### config.mk
export PLATFORM = sky130hd
export DESIGN_NAME = axi4s_deframer_flat
export DESIGN_NICKNAME = d
export VERILOG_FILES = /design/src/rtl/axi4s_deframer_if.sv /design/src/rtl/axi4s_deframer.sv /design/src/flat_wrapper.sv
export SDC_FILE = /design/constraint.sdc
export NUM_CORES = 1
export LEC_CHECK = 0
export CAP_MARGIN = 5
export CORE_UTILIZATION = 45
export CTS_CLUSTER_SIZE = 8
export DETAILED_ROUTE_END_ITERATION = 6
export PLACE_DENSITY = 0.68
export SKIP_LAST_GASP = 1
export SLEW_MARGIN = 20
export SYNTH_ARGS = -nofsm -noshare
export SYNTH_HDL_FRONTEND = slang
export SYNTH_SLANG_ARGS = --single-unit
### constraint.sdc
create_clock -name aclk -period 2.9 [get_ports aclk]
set_input_delay 0.29 -clock aclk [delete_from_list [all_inputs] [get_ports aclk]]
set_output_delay 0.29 -clock aclk [all_outputs]
set_load 0.005 [all_outputs]
### src/rtl/axi4s_deframer_if.sv
// Bundles both streams of the deframer: the stuffed byte input (rx_byte_*)
// and the decoded payload output (rx_frame_*).
//
// Handshake rule for both streams: a beat transfers on a rising aclk edge
// where tvalid & tready are both high. Once tvalid is raised, tvalid and the
// payload signals hold steady until that transfer happens. tvalid never
// depends combinationally on tready.
//
// modport master: the deframer side (sinks rx_byte, sources rx_frame).
// modport slave : the environment side (sources rx_byte, sinks rx_frame).
interface axi4s_deframer_if;
  logic       rx_byte_tvalid;
  logic       rx_byte_tready;
  logic [7:0] rx_byte_tdata;
  logic       rx_frame_tvalid;
  logic       rx_frame_tready;
  logic [7:0] rx_frame_tdata;
  logic       rx_frame_tlast;
  logic       rx_frame_tuser;

  modport master (
    input  rx_byte_tvalid,
    output rx_byte_tready,
    input  rx_byte_tdata,
    output rx_frame_tvalid,
    input  rx_frame_tready,
    output rx_frame_tdata,
    output rx_frame_tlast,
    output rx_frame_tuser
  );

  modport slave (
    output rx_byte_tvalid,
    input  rx_byte_tready,
    output rx_byte_tdata,
    input  rx_frame_tvalid,
    output rx_frame_tready,
    input  rx_frame_tdata,
    input  rx_frame_tlast,
    input  rx_frame_tuser
  );
endinterface

### src/rtl/axi4s_deframer.sv
// Byte-stuffed stream deframer. Hunts for START, un-escapes payload bytes,
// and emits each payload byte one event late through a hold register so
// tlast (and tuser for aborted/oversized frames) rides on the final byte.
module axi4s_deframer #(
  parameter int START_BYTE  = 125,
  parameter int STOP_BYTE   = 126,
  parameter int ESCAPE_BYTE = 127,
  parameter int MAX_LEN     = 1024
) (
  input  logic             aclk,
  input  logic             aresetn,
  axi4s_deframer_if.master bus,
  output logic [1:0]       dbg_state
);

  localparam int CW = $clog2(MAX_LEN + 1);
  localparam logic [CW-1:0] MAX_CNT = CW'(MAX_LEN);
  localparam logic [7:0] START_B  = 8'(START_BYTE);
  localparam logic [7:0] STOP_B   = 8'(STOP_BYTE);
  localparam logic [7:0] ESCAPE_B = 8'(ESCAPE_BYTE);

  typedef enum logic [1:0] {
    S_IDLE    = 2'd0,
    S_DATA    = 2'd1,
    S_ESCAPE  = 2'd2,
    S_DISCARD = 2'd3
  } state_t;

  state_t          state;
  state_t          state_nxt;
  logic            hold_valid;
  logic [7:0]      hold_data;
  logic [CW-1:0]   count;
  logic            out_valid;
  logic [7:0]      out_data;
  logic            out_last;
  logic            out_user;

  logic            byte_ready;
  logic            accept;
  logic [7:0]      in_byte;
  logic            is_start;
  logic            is_stop;
  logic            is_escape;
  logic            cnt_full;

  // Per-byte actions decoded from state and the accepted byte.
  logic            payload;
  logic            emit;
  logic            emit_last;
  logic            emit_user;
  logic            hold_load;
  logic            hold_clr;
  logic            cnt_clr;

  // The input stalls only while a loaded output beat is waiting downstream.
  assign byte_ready = ~out_valid | bus.rx_frame_tready;
  assign accept     = bus.rx_byte_tvalid & byte_ready;
  assign in_byte    = bus.rx_byte_tdata;
  assign is_start   = (in_byte == START_B);
  assign is_stop    = (in_byte == STOP_B);
  assign is_escape  = (in_byte == ESCAPE_B);
  assign cnt_full   = (count == MAX_CNT);

  assign bus.rx_byte_tready  = byte_ready;
  assign bus.rx_frame_tvalid = out_valid;
  assign bus.rx_frame_tdata  = out_data;
  assign bus.rx_frame_tlast  = out_last;
  assign bus.rx_frame_tuser  = out_user;
  assign dbg_state           = state;

  // State register.
  always_ff @(posedge aclk or negedge aresetn) begin
    if (!aresetn) state <= S_IDLE;
    else          state <= state_nxt;
  end

  // Next-state decode; only an accepted byte moves the FSM.
  always_comb begin
    state_nxt = state;
    if (accept) begin
      case (state)
        S_IDLE:    if (is_start) state_nxt = S_DATA;
        S_DATA: begin
          if (is_escape)     state_nxt = S_ESCAPE;
          else if (is_stop)  state_nxt = S_IDLE;
          else if (is_start) state_nxt = S_DATA;
          else if (cnt_full) state_nxt = S_DISCARD;
        end
        S_ESCAPE:  state_nxt = cnt_full ? S_DISCARD : S_DATA;
        S_DISCARD: begin
          if (is_stop)       state_nxt = S_IDLE;
          else if (is_start) state_nxt = S_DATA;
        end
        default:   state_nxt = S_IDLE;
      endcase
    end
  end

  // Action decode: what happens to the hold register, counter and output.
  always_comb begin
    payload   = 1'b0;
    emit      = 1'b0;
    emit_last = 1'b0;
    emit_user = 1'b0;
    hold_load = 1'b0;
    hold_clr  = 1'b0;
    cnt_clr   = 1'b0;
    if (accept) begin
      case (state)
        S_IDLE: begin
          if (is_start) begin
            hold_clr = 1'b1;
            cnt_clr  = 1'b1;
          end
        end
        S_DATA: begin
          if (is_escape) begin
            payload = 1'b0;
          end else if (is_stop) begin
            emit      = hold_valid;
            emit_last = 1'b1;
            hold_clr  = 1'b1;
          end else if (is_start) begin
            emit      = hold_valid;
            emit_last = 1'b1;
            emit_user = 1'b1;
            hold_clr  = 1'b1;
            cnt_clr   = 1'b1;
          end else begin
            payload = 1'b1;
          end
        end
        S_ESCAPE: payload = 1'b1;
        S_DISCARD: begin
          if (is_start) begin
            hold_clr = 1'b1;
            cnt_clr  = 1'b1;
          end
        end
        default: payload = 1'b0;
      endcase
    end
    // A payload byte beyond MAX_LEN closes the frame as truncated.
    if (payload) begin
      emit = hold_valid;
      if (cnt_full) begin
        emit_last = 1'b1;
        emit_user = 1'b1;
        hold_clr  = 1'b1;
      end else begin
        hold_load = 1'b1;
      end
    end
  end

  // Hold register, payload counter and registered output beat.
  always_ff @(posedge aclk or negedge aresetn) begin
    if (!aresetn) begin
      hold_valid <= 1'b0;
      hold_data  <= 8'd0;
      count      <= '0;
      out_valid  <= 1'b0;
      out_data   <= 8'd0;
      out_last   <= 1'b0;
      out_user   <= 1'b0;
    end else begin
      if (hold_clr) begin
        hold_valid <= 1'b0;
      end else if (hold_load) begin
        hold_valid <= 1'b1;
        hold_data  <= in_byte;
      end
      if (cnt_clr)        count <= '0;
      else if (hold_load) count <= count + CW'(1);
      if (emit) begin
        out_valid <= 1'b1;
        out_data  <= hold_data;
        out_last  <= emit_last;
        out_user  <= emit_user;
      end else if (bus.rx_frame_tready) begin
        out_valid <= 1'b0;
      end
    end
  end

endmodule
### src/flat_wrapper.sv
// flat-port wrapper written by rule: the top's interface ports become plain ports
module axi4s_deframer_flat 
#(
  parameter int START_BYTE  = 125,
  parameter int STOP_BYTE   = 126,
  parameter int ESCAPE_BYTE = 127,
  parameter int MAX_LEN     = 1024
)
  (aclk, aresetn, dbg_state, bus_rx_byte_tvalid, bus_rx_byte_tready, bus_rx_byte_tdata, bus_rx_frame_tvalid, bus_rx_frame_tready, bus_rx_frame_tdata, bus_rx_frame_tlast, bus_rx_frame_tuser);
  axi4s_deframer_if bus_i ();
  input  logic aclk;
  input  logic aresetn;
  output logic [1:0] dbg_state;
  input wire logic [$bits(bus_i.rx_byte_tvalid)-1:0] bus_rx_byte_tvalid;
  output wire logic [$bits(bus_i.rx_byte_tready)-1:0] bus_rx_byte_tready;
  input wire logic [$bits(bus_i.rx_byte_tdata)-1:0] bus_rx_byte_tdata;
  output wire logic [$bits(bus_i.rx_frame_tvalid)-1:0] bus_rx_frame_tvalid;
  input wire logic [$bits(bus_i.rx_frame_tready)-1:0] bus_rx_frame_tready;
  output wire logic [$bits(bus_i.rx_frame_tdata)-1:0] bus_rx_frame_tdata;
  output wire logic [$bits(bus_i.rx_frame_tlast)-1:0] bus_rx_frame_tlast;
  output wire logic [$bits(bus_i.rx_frame_tuser)-1:0] bus_rx_frame_tuser;
  assign bus_i.rx_byte_tvalid = bus_rx_byte_tvalid;
  assign bus_rx_byte_tready = bus_i.rx_byte_tready;
  assign bus_i.rx_byte_tdata = bus_rx_byte_tdata;
  assign bus_rx_frame_tvalid = bus_i.rx_frame_tvalid;
  assign bus_i.rx_frame_tready = bus_rx_frame_tready;
  assign bus_rx_frame_tdata = bus_i.rx_frame_tdata;
  assign bus_rx_frame_tlast = bus_i.rx_frame_tlast;
  assign bus_rx_frame_tuser = bus_i.rx_frame_tuser;
  axi4s_deframer #(.START_BYTE(START_BYTE), .STOP_BYTE(STOP_BYTE), .ESCAPE_BYTE(ESCAPE_BYTE), .MAX_LEN(MAX_LEN)) u_core (.aclk(aclk), .aresetn(aresetn), .bus(bus_i), .dbg_state(dbg_state));
endmodule
==> flow_summary.toml <==
[floorplanning]
die_x_um = 66.24
fp.dieH_um = 66.24
initial_utilization_pct = 48.88
core_area_um2 = 3799
fp-row-count = 22
dieArea_um2 = 4387
ios = 26

[setup_path]
cp.arrival_ns = 2.69
startpoint_type = "register"
worstSetupPathType = "reg -> reg"
reg2reg_depth = 7
r2r-start = "u_core.dbg_state[0]$_DFFE_PN0P_"
rr_endpoint = "u_core.bus.rx_frame_tdata[7]$_DFFE_PN0P_"
crit_fanout = 11
r2r_setup_slack_ns = 0.39
critPathRequiredTime_ns = 3.08
end_kind = "register"

[final_layout]
multi_input_area_um2 = 970.9
fillCellCount = 320
regArea_um2 = 825.8
final_cell_area_um2 = 2280
final_nets = 213
syn2layout_area_growth_pct = 22.78
antenna_cells = 0
layout-drive-gt1-share_pct = 20.41

[sta]
tightest_slew_ns = 0.5383
skew_ns = 0.004134
drv_slew = 0
maxSlewHeadroom_pct = 63.85
fmax_ghz = 0.3989
post-route-min-period_ns = 2.507
timing_hold_violations_final = 0
fin_crit_sh_pct = 86.44
setup_slack_ns = 0.3932
rsz0062_at_grt = "false"
setup_viol = 0
setup-tns-final_ns = 0

[yosys]
synthMostInstantiatedCell = "dfrtp_1"
yosysWarnings = 0
synth_top_flop_cell = "dfrtp_1"
synth_area_per_cell_um2 = 11.25
ys_ff_latch = 33
synth_common_cells = "dfrtp_1, nand2_1, nor2_1, mux2_2, mux2_4"
synth_fp_nets = 183
synth-edff-count = 0
synth_top_area_cell = "dfrtp_1"
synth.area.top_cells = "dfrtp_1, mux2_4, mux2_2"
synthArstFlopShare_pct = 100.0
yosysTopAreaCellShare_pct = 44.47
ys_seq_area_share_pct = 44.47
ys_types = 44
syn_inst = 165
syn-cell-area_um2 = 1857

[grt]
grt_pass1_vias = 1397
grt_max_degree = 34
track_usage_pct = 20.66
grt.overflow.total = 0
antenna_found_initial = 0
grt_first_pass_wirelength_um = 6555

[power]
p_leak_nw = 0.9733
power_w = 0.002169
peakVddDrop_mv = 0.4197
pwr_density_cell_nw_per_um2 = 951.6

[clocking]
htree_levels = 2
post_cts_buffers = 0
cts.clk_slew.worst_paths_ns = 0.07
cts_root_buf = "clkbuf_8"
ctsHoldBuffers = 0
cts_max_path_buffers = 2
cts_inserted_buffers = 5
cts_tree = "built"
cts_resized = 0
clk_latency_ns = 0.29
clkSinkCount = 33

[drt]
finalWirelength_um = 4026
postRouteAntennaNets = 0
vias = 1421
drt_iter0_drc = 183
drt-pass1-iter-count = 4
wl_per_cell_um = 16.50
via_per_inst = 5.824
route.detailed.drc = 0

[placed_design]
port_buffers = 25
place_area_um2 = 2160
dp_hpwl_um = 2871
dp_slack_ns = 0.4336
gp_congestion = 0.9160

[outcome]
status = "finished clean"

[min_path]
hp-class = "in -> async"

[job]
maxCapViolations = 0
critical path, cell delays in order, from the launching register on:
cell,delay (ns)
dfrtp_1,0.40
inv_1,0.09
ha_1,0.38
o2111ai_2,0.55
o32ai_1,0.18
a32oi_1,0.18
buf_4,0.25
mux2_2,0.36
where the power goes:
part           total [W]  internal, W  switching [W]  leakage (nW)
Combinational   0.000938     0.000530       0.000408         0.501
Clock           0.000462     0.000279       0.000182        0.0574
Sequential      0.000769     0.000637       0.000132         0.415
Total            0.00217      0.00145       0.000723         0.973
cell usage in the layout, fill, tap and decap left out, types with 4 or more instances in the layout:
cell	instances
dfrtp_1	33
clkdlybuf4s50_1	25
nand2_1	17
nor2_1	13
mux2_2	10
mux2_4	8
xnor2_1	7
inv_1	6
nor4_1	6
ha_1	6
clkbuf_8	6
nand3_1	4
nand4_1	4
buf_4	4
sequential cells by signal, summed over array words and instances (netlist names):
signal                      flops
u_core.count                   11
u_core.bus.rx_frame_tdata       8
u_core.bus.rx_frame_tuser       1
u_core.bus.rx_frame_tvalid      1
u_core.bus.rx_frame_tlast       1
u_core.dbg_state                2
u_core.hold_data                8
u_core.hold_valid               1
how the worst max path moves through the flow:
stage                                     from                                  endpoint  depth (start not counted)
5_1_grt        u_core.dbg_state[0]$_DFFE_PN0P_  u_core.bus.rx_frame_tdata[7]$_DFFE_PN0P_                          7
2_1_floorplan  u_core.dbg_state[1]$_DFFE_PN0P_  u_core.bus.rx_frame_tdata[0]$_DFFE_PN0P_                          8
3_5_place_dp   u_core.dbg_state[0]$_DFFE_PN0P_  u_core.bus.rx_frame_tdata[7]$_DFFE_PN0P_                          7
6_report       u_core.dbg_state[0]$_DFFE_PN0P_  u_core.bus.rx_frame_tdata[7]$_DFFE_PN0P_                          7
4_1_cts        u_core.dbg_state[0]$_DFFE_PN0P_  u_core.bus.rx_frame_tdata[7]$_DFFE_PN0P_                          7
3_3_place_gp   u_core.dbg_state[0]$_DFFE_PN0P_  u_core.bus.rx_frame_tdata[7]$_DFFE_PN0P_                          7
area by class of cell:
cell class,instances,area share (%)
Clock inverter,2,1.647
Multi-Input combinational cell,120,42.59
Timing Repair Buffer,29,12.29
Inverter,6,0.9879
Tap cell,48,2.634
Clock buffer,6,3.622
Sequential cell,33,36.22
metrics by stage:
step                instances  utilization, %  hold WS [ns]
finish                    244           60.01        0.3983
floorplan                 165               -     -0.005591
global route              244           60.01        0.4404
detailed placement        236           56.85        0.4973
CTS                       244           60.01        0.4071
global placement          236           56.85        0.4862
cell families after synthesis:
| logic type | share of synthesized area [%] |
|---|---|
| multiplexers | 14.15 |
| adder cells (fa/ha/maj) | 4.043 |
| AND/OR/NAND/NOR | 20.62 |
| buffers and inverters | 3.234 |
| XOR/XNOR | 3.302 |
| AO/OA/AOI/OAI | 10.18 |
| flip-flops | 44.47 |
metal layers:
metal | up-vias | global-route usage (%) | share of wire, %
li1 | 658 | - | -
met2 | 60 | 32.02 | 47
met1 | 688 | 25.82 | 44
met5 | - | 0 | 0
met4 | 0 | 10.37 | 2.2
met3 | 15 | 6.379 | 6.7
Note: power is estimated with default switching activity, not from simulation.
